[config.mk]
export PLATFORM = sky130hd
export DESIGN_NAME = mod_subtractor_serial
export DESIGN_NICKNAME = d
export VERILOG_FILES = /design/src/rtl/mod_arith_pkg.sv /design/src/rtl/word_add_cin.sv /design/src/rtl/mod_subtractor_serial.sv
export SDC_FILE = /design/constraint.sdc
export NUM_CORES = 2
export LEC_CHECK = 0
export CAP_MARGIN = 10
export CELL_PAD_IN_SITES_DETAIL_PLACEMENT = 0
export CELL_PAD_IN_SITES_GLOBAL_PLACEMENT = 1
export CORE_AREA = 2 2 407 409
export CTS_BUF_LIST = sky130_fd_sc_hd__clkbuf_8 sky130_fd_sc_hd__clkbuf_16
export CTS_CLUSTER_DIAMETER = 50
export DETAILED_ROUTE_END_ITERATION = 8
export DIE_AREA = 0 0 409 411
export GPL_ROUTABILITY_DRIVEN = 0
export PLACE_DENSITY = 0.65
export SYNTH_ARGS = -nofsm -noshare
export SYNTH_HDL_FRONTEND = slang
export SYNTH_SLANG_ARGS = --single-unit
[constraint.sdc]
create_clock -name clk -period 39.1 [get_ports clk]
set_clock_uncertainty 0.05 [all_clocks]
set_input_delay 11.73 -clock clk [delete_from_list [all_inputs] [get_ports clk]]
set_output_delay 11.73 -clock clk [all_outputs]
set_load 0.05 [all_outputs]
[src/rtl/mod_arith_pkg.sv]
// Shared definitions for the word-serial modular arithmetic blocks (subtractor now, adder later).
// Holds the control state encoding and the default word-slicing geometry.
package mod_arith_pkg;

    typedef enum logic [1:0] {
        IDLE = 2'd0,
        SUB  = 2'd1,
        CORR = 2'd2,
        DONE = 2'd3
    } state_e;

    // Keeps the word counter at least one bit wide when there is a single word.
    function automatic int cnt_width(input int nw);
        return (nw > 1) ? $clog2(nw) : 1;
    endfunction

    localparam int DEF_DATA_WIDTH = 256;
    localparam int DEF_WORD_WIDTH = 64;
    localparam int NW             = DEF_DATA_WIDTH / DEF_WORD_WIDTH;
    localparam int CNT_W          = cnt_width(NW);

endpackage

[src/rtl/word_add_cin.sv]
// Combinational WORD_WIDTH-bit adder with carry-in and carry-out.
// One instance is time-shared across all words of an operand.
module word_add_cin #(
    parameter int WORD_WIDTH = 64
) (
    input  logic [WORD_WIDTH-1:0] a_i,
    input  logic [WORD_WIDTH-1:0] b_i,
    input  logic                  cin_i,
    output logic [WORD_WIDTH-1:0] sum_o,
    output logic                  cout_o
);

    logic [WORD_WIDTH:0] full_sum;

    assign full_sum = {1'b0, a_i} + {1'b0, b_i} + {{WORD_WIDTH{1'b0}}, cin_i};
    assign sum_o    = full_sum[WORD_WIDTH-1:0];
    assign cout_o   = full_sum[WORD_WIDTH];

endmodule

[src/rtl/mod_subtractor_serial.sv]
// Word-serial modular subtractor: r = (a - b) mod p, computed as a + ~b + 1 one word per cycle,
// followed by a word-serial add-back of p when the subtraction borrows.
module mod_subtractor_serial
    import mod_arith_pkg::*;
#(
    parameter int DATA_WIDTH = DEF_DATA_WIDTH,
    parameter int WORD_WIDTH = DEF_WORD_WIDTH
) (
    input  logic                  clk,
    input  logic                  rst,
    input  logic                  in_valid,
    output logic                  in_ready,
    input  logic [DATA_WIDTH-1:0] in_a,
    input  logic [DATA_WIDTH-1:0] in_b,
    input  logic [DATA_WIDTH-1:0] in_p,
    output logic                  out_valid,
    input  logic                  out_ready,
    output logic [DATA_WIDTH-1:0] out_r,
    output logic                  out_corr
);

    localparam int N_WORDS  = DATA_WIDTH / WORD_WIDTH;
    localparam int CNT_BITS = cnt_width(N_WORDS);
    localparam logic [CNT_BITS-1:0] LAST_WORD = CNT_BITS'(N_WORDS - 1);

    state_e                state_q, state_d;
    logic [CNT_BITS-1:0]   cnt_q, cnt_d;
    logic                  carry_q, carry_d;
    logic                  corr_q, corr_d;
    logic [DATA_WIDTH-1:0] a_q, a_d;
    logic [DATA_WIDTH-1:0] b_q, b_d;
    logic [DATA_WIDTH-1:0] p_q, p_d;
    logic [DATA_WIDTH-1:0] diff_q, diff_d;

    logic [WORD_WIDTH-1:0] a_word, b_word, p_word, diff_word;
    logic [WORD_WIDTH-1:0] op_x, op_y, add_sum;
    logic                  add_cout;
    logic                  last_word;

    assign a_word    = a_q[int'(cnt_q)*WORD_WIDTH +: WORD_WIDTH];
    assign b_word    = b_q[int'(cnt_q)*WORD_WIDTH +: WORD_WIDTH];
    assign p_word    = p_q[int'(cnt_q)*WORD_WIDTH +: WORD_WIDTH];
    assign diff_word = diff_q[int'(cnt_q)*WORD_WIDTH +: WORD_WIDTH];
    assign last_word = (cnt_q == LAST_WORD);

    // SUB pass feeds a + ~b; CORR pass feeds diff + p through the same adder.
    assign op_x = (state_q == SUB) ? a_word : diff_word;
    assign op_y = (state_q == SUB) ? ~b_word : p_word;

    word_add_cin #(
        .WORD_WIDTH (WORD_WIDTH)
    ) u_word_add (
        .a_i    (op_x),
        .b_i    (op_y),
        .cin_i  (carry_q),
        .sum_o  (add_sum),
        .cout_o (add_cout)
    );

    // NOTE: sequential state is updated with non-blocking assignments so every register samples pre-edge values.
    always_ff @(posedge clk or posedge rst) begin
        if (rst) begin
            state_q <= IDLE;
        end else begin
            state_q <= state_d;
        end
    end

    // NOTE: every always_comb output gets a default first so no path leaves it unassigned (no latch).
    always_comb begin
        state_d = state_q;
        unique case (state_q)
            IDLE: if (in_valid) state_d = SUB;
            SUB:  if (last_word) state_d = add_cout ? DONE : CORR;
            CORR: if (last_word) state_d = DONE;
            DONE: if (out_ready) state_d = IDLE;
            default: state_d = IDLE;
        endcase
    end

    always_comb begin
        cnt_d   = cnt_q;
        carry_d = carry_q;
        corr_d  = corr_q;
        a_d     = a_q;
        b_d     = b_q;
        p_d     = p_q;
        diff_d  = diff_q;
        unique case (state_q)
            IDLE: begin
                if (in_valid) begin
                    a_d     = in_a;
                    b_d     = in_b;
                    p_d     = in_p;
                    carry_d = 1'b1;
                    cnt_d   = '0;
                    corr_d  = 1'b0;
                end
            end
            SUB, CORR: begin
                diff_d[int'(cnt_q)*WORD_WIDTH +: WORD_WIDTH] = add_sum;
                carry_d = add_cout;
                cnt_d   = last_word ? '0 : cnt_q + CNT_BITS'(1);
                // A clear carry out of the top word of a + ~b + 1 means a < b.
                if (state_q == SUB && last_word && !add_cout) begin
                    corr_d  = 1'b1;
                    carry_d = 1'b0;
                end
            end
            default: ;
        endcase
    end

    // NOTE: operand and result registers are reset too, so an aborted operation leaves no stale data visible.
    always_ff @(posedge clk or posedge rst) begin
        if (rst) begin
            cnt_q   <= '0;
            carry_q <= 1'b0;
            corr_q  <= 1'b0;
            a_q     <= '0;
            b_q     <= '0;
            p_q     <= '0;
            diff_q  <= '0;
        end else begin
            cnt_q   <= cnt_d;
            carry_q <= carry_d;
            corr_q  <= corr_d;
            a_q     <= a_d;
            b_q     <= b_d;
            p_q     <= p_d;
            diff_q  <= diff_d;
        end
    end

    always_comb begin
        in_ready  = (state_q == IDLE);
        out_valid = (state_q == DONE);
        out_r     = diff_q;
        out_corr  = corr_q;
    end

endmodule

==> impl_metrics.yaml <==
drt:
  drtPass1Iterations: 5
  wl_per_cell_microns: 28.7
  vias: 34797
  dr.first_iter.drc_count: 2527
  viasPerCell: 5.13
  wl_mm: 195
  drc_errors: 0
  ant_nets: 0
synth:
  yosys.area.top_type: "dfrtp_1"
  syn-num-nets: 4318
  synth_top_area_frac: 0.528
  post_synth.cell_area_avg_sq_um: 14.0
  synthDistinctLibCells: 79
  synth_edf_count: 0
  yosys_register_bits: 1030
  netlist_instances: 3473
  synthFlopType: "dfrtp_1"
  synthArstFlopShare: 1.00
  synth_area_sq_mm: 0.0488
  ys_warn_count: 0
  synth_area_leaders: "dfrtp_1 (53%), mux2_2 (18%), mux4_2 (12%)"
  ys_seq_area_frac: 0.528
clock_tree:
  cts_hold_buf: 0
  cts_tree: "built"
  clk_latency_ps: 780
  clk_pin_slew_worst_paths_ps: 50
  cts-root-buf: "clkbuf_16"
  ctsHtreeMaxLevel: 4
  cts_buffers: 139
  clock_path_buffers: 3
  cts_sinks: 1030
  cts-resized-gates: 0
  postCtsSetupRepairBufs: 0
setup_path:
  criticalPathCategory: "in -> reg"
  worst_setup_path_start_kind: "input pin"
  critical_path.most_common_cell: "buf_4"
  path_max_fanout: 75
  rrSetupSlack_ps: 32280
  reg2reg_depth: 14
  crit_chain: "clkdlybuf4s50_1 > nand2_4 > buf_4 > buf_4 > buf_4 > buf_4 > mux2_2"
  cp_slowest_cell: "buf_4"
  cp-end-kind: "flip-flop"
  reg2reg_from: "cnt_q[0]"
  cp_num_buf_inv: 5
  worstReg2RegEnd: "out_r[252]"
  slowest_delay_ps: 920
  critPathTopFamily: "buffers and inverters"
  arrival_ps: 16700
  required_ps: 39690
global_route:
  track_usage: 0.228
  grt_pass1_vias: 35788
  grt-ovfl-total: 0
  grt_max_degree: 183
  met1_usage: 0.309
  grtUsageMet2: 0.359
  antenna_found_initial: 58
  top_usage_layer: "met2"
  met3_usage: 0.0630
  grt_pass1_wl_mm: 275
outcome:
  status: "completed"
sta:
  final-hold-violation-count: 0
  slew_viol_final: 0
  slew-limit-headroom: 0.159
  finalSetupTns_ps: 0
  fin_crit_ps: 16110
  max_freq_mhz: 62.1
  rsz0062_at_grt: "no"
  worst_pin_slew_ps: 1250
  setup_viol: 0
  min_period_over_period: 0.412
floorplan:
  die_y_microns: 411
  die_area_sq_mm: 0.168
  start_util: 0.298
  placementRows: 149
  coreArea_sq_mm: 0.164
  ios: 1031
  die-width_microns: 409
power:
  p_per_area_mw_per_mm2: 103
  ir_drop_uv: 53.9
  p_leak_nw: 27.8
  power_mw: 6.81
final_layout:
  drive_above_1_share: 0.297
  nets: 5310
  utilization: 0.404
  layout_common_cells: "clkdlybuf4s50_1 (1030), dfrtp_1 (1028), mux2_2 (769)"
  syn_to_final_growth_pct: 35.7
  layout_commonest_cell: "clkdlybuf4s50_1"
  fill_cells: 15458
place:
  dp_hpwl_mm: 148
  portBuffers: 1030
worst_hold_path:
  hold_path_class: "reg -> reg"
  hold_end: "b_q[247]"
  whs_path_depth: 1
  hp-start: "b_q[247]"
run:
  drv_cap: 0
## final cells by class
class / instances / area [sq um] / area share
Inverter: 22 / 92.6 / 0.00140
Tap cell: 2189 / 2740 / 0.0414
Timing Repair Buffer: 1092 / 10800 / 0.164
Antenna cell: 24 / 60.1 / 0.000908
Multi-Input combinational cell: 2180 / 22000 / 0.332
Clock inverter: 85 / 842 / 0.0127
Clock buffer: 165 / 3850 / 0.0581
Sequential cell: 1030 / 25800 / 0.390
## synthesized netlist by cell type (5+ instances only)
cell,count
a21oi_1,71
clkbuf_1,183
nand2b_1,5
nand4_1,13
mux2_2,769
mux4_2,256
ha_1,71
inv_1,22
and3_1,7
buf_1,42
xor2_1,22
o21bai_1,15
nor2_1,44
nor2b_1,6
a31oi_1,12
o211ai_1,5
nor3_1,12
buf_6,6
dfrtp_1,1030
or3_1,7
nand2_1,345
o21a_1,5
a221o_1,6
a21o_1,28
a22o_1,226
o21ai_0,122
a211oi_1,6
and2_1,7
nand3_1,13
xnor2_1,33
## metrics by stage
stage / cell area (sq um) / setup slack, ps / hold WS (ps) / std cells
2_1_floorplan: 48800 / 13120 / 424 / 3473
3_3_place_gp: 61400 / 22130 / 430 / 6513
3_5_place_dp: 61400 / 22060 / 437 / 6513
4_1_cts: 66100 / 22910 / 450 / 6763
5_1_grt: 66200 / 22360 / 458 / 6780
6_report: 66200 / 22990 / 446 / 6787
## routing by layer
layer | wire length, microns | share of wire
met4 | 4150 | 0.021
met1 | 85100 | 0.44
met3 | 14100 | 0.072
met2 | 91400 | 0.47
met5 | 259 | 0.0013
## logic make-up after synthesis
| kind of cell | share of synthesized area |
|---|---|
| buffers and inverters | 0.0224 |
| and+or+nand+nor | 0.0408 |
| adders and majority gates | 0.0190 |
| DFF | 0.528 |
| AOI/OAI and AO/OA | 0.0820 |
| xor gates and xnor gates | 0.0112 |
| muxes | 0.296 |
## state kept, by name, summed over array words and instances, names as in the netlist
| register | flops |
|---|---|
| state_q | 2 |
| b_q | 256 |
| out_r | 256 |
| cnt_q | 2 |
| a_q | 256 |
| carry_q | 1 |
| p_q | 256 |
| out_corr | 1 |
## power breakdown
part	leakage (nW)	total, mW	internal, mW	switching (mW)
clock network	2.37	1.28	0.763	0.517
logic	12.7	3.66	1.49	2.17
registers	12.6	1.87	1.56	0.311
total	27.8	6.81	3.81	3.00
## worst max-delay path by stage
stage,from,to,slack [ps],cells past startpoint
finish,in_valid,p_q[17],22990,7
global route,rst,p_q[38],22360,7
CTS,rst,p_q[36],22910,7
detailed placement,rst,p_q[108],22060,7
global placement,rst,p_q[169],22130,7
floorplan,rst,a_q[0],13120,1
Note: power is estimated with default switching activity, not from simulation.
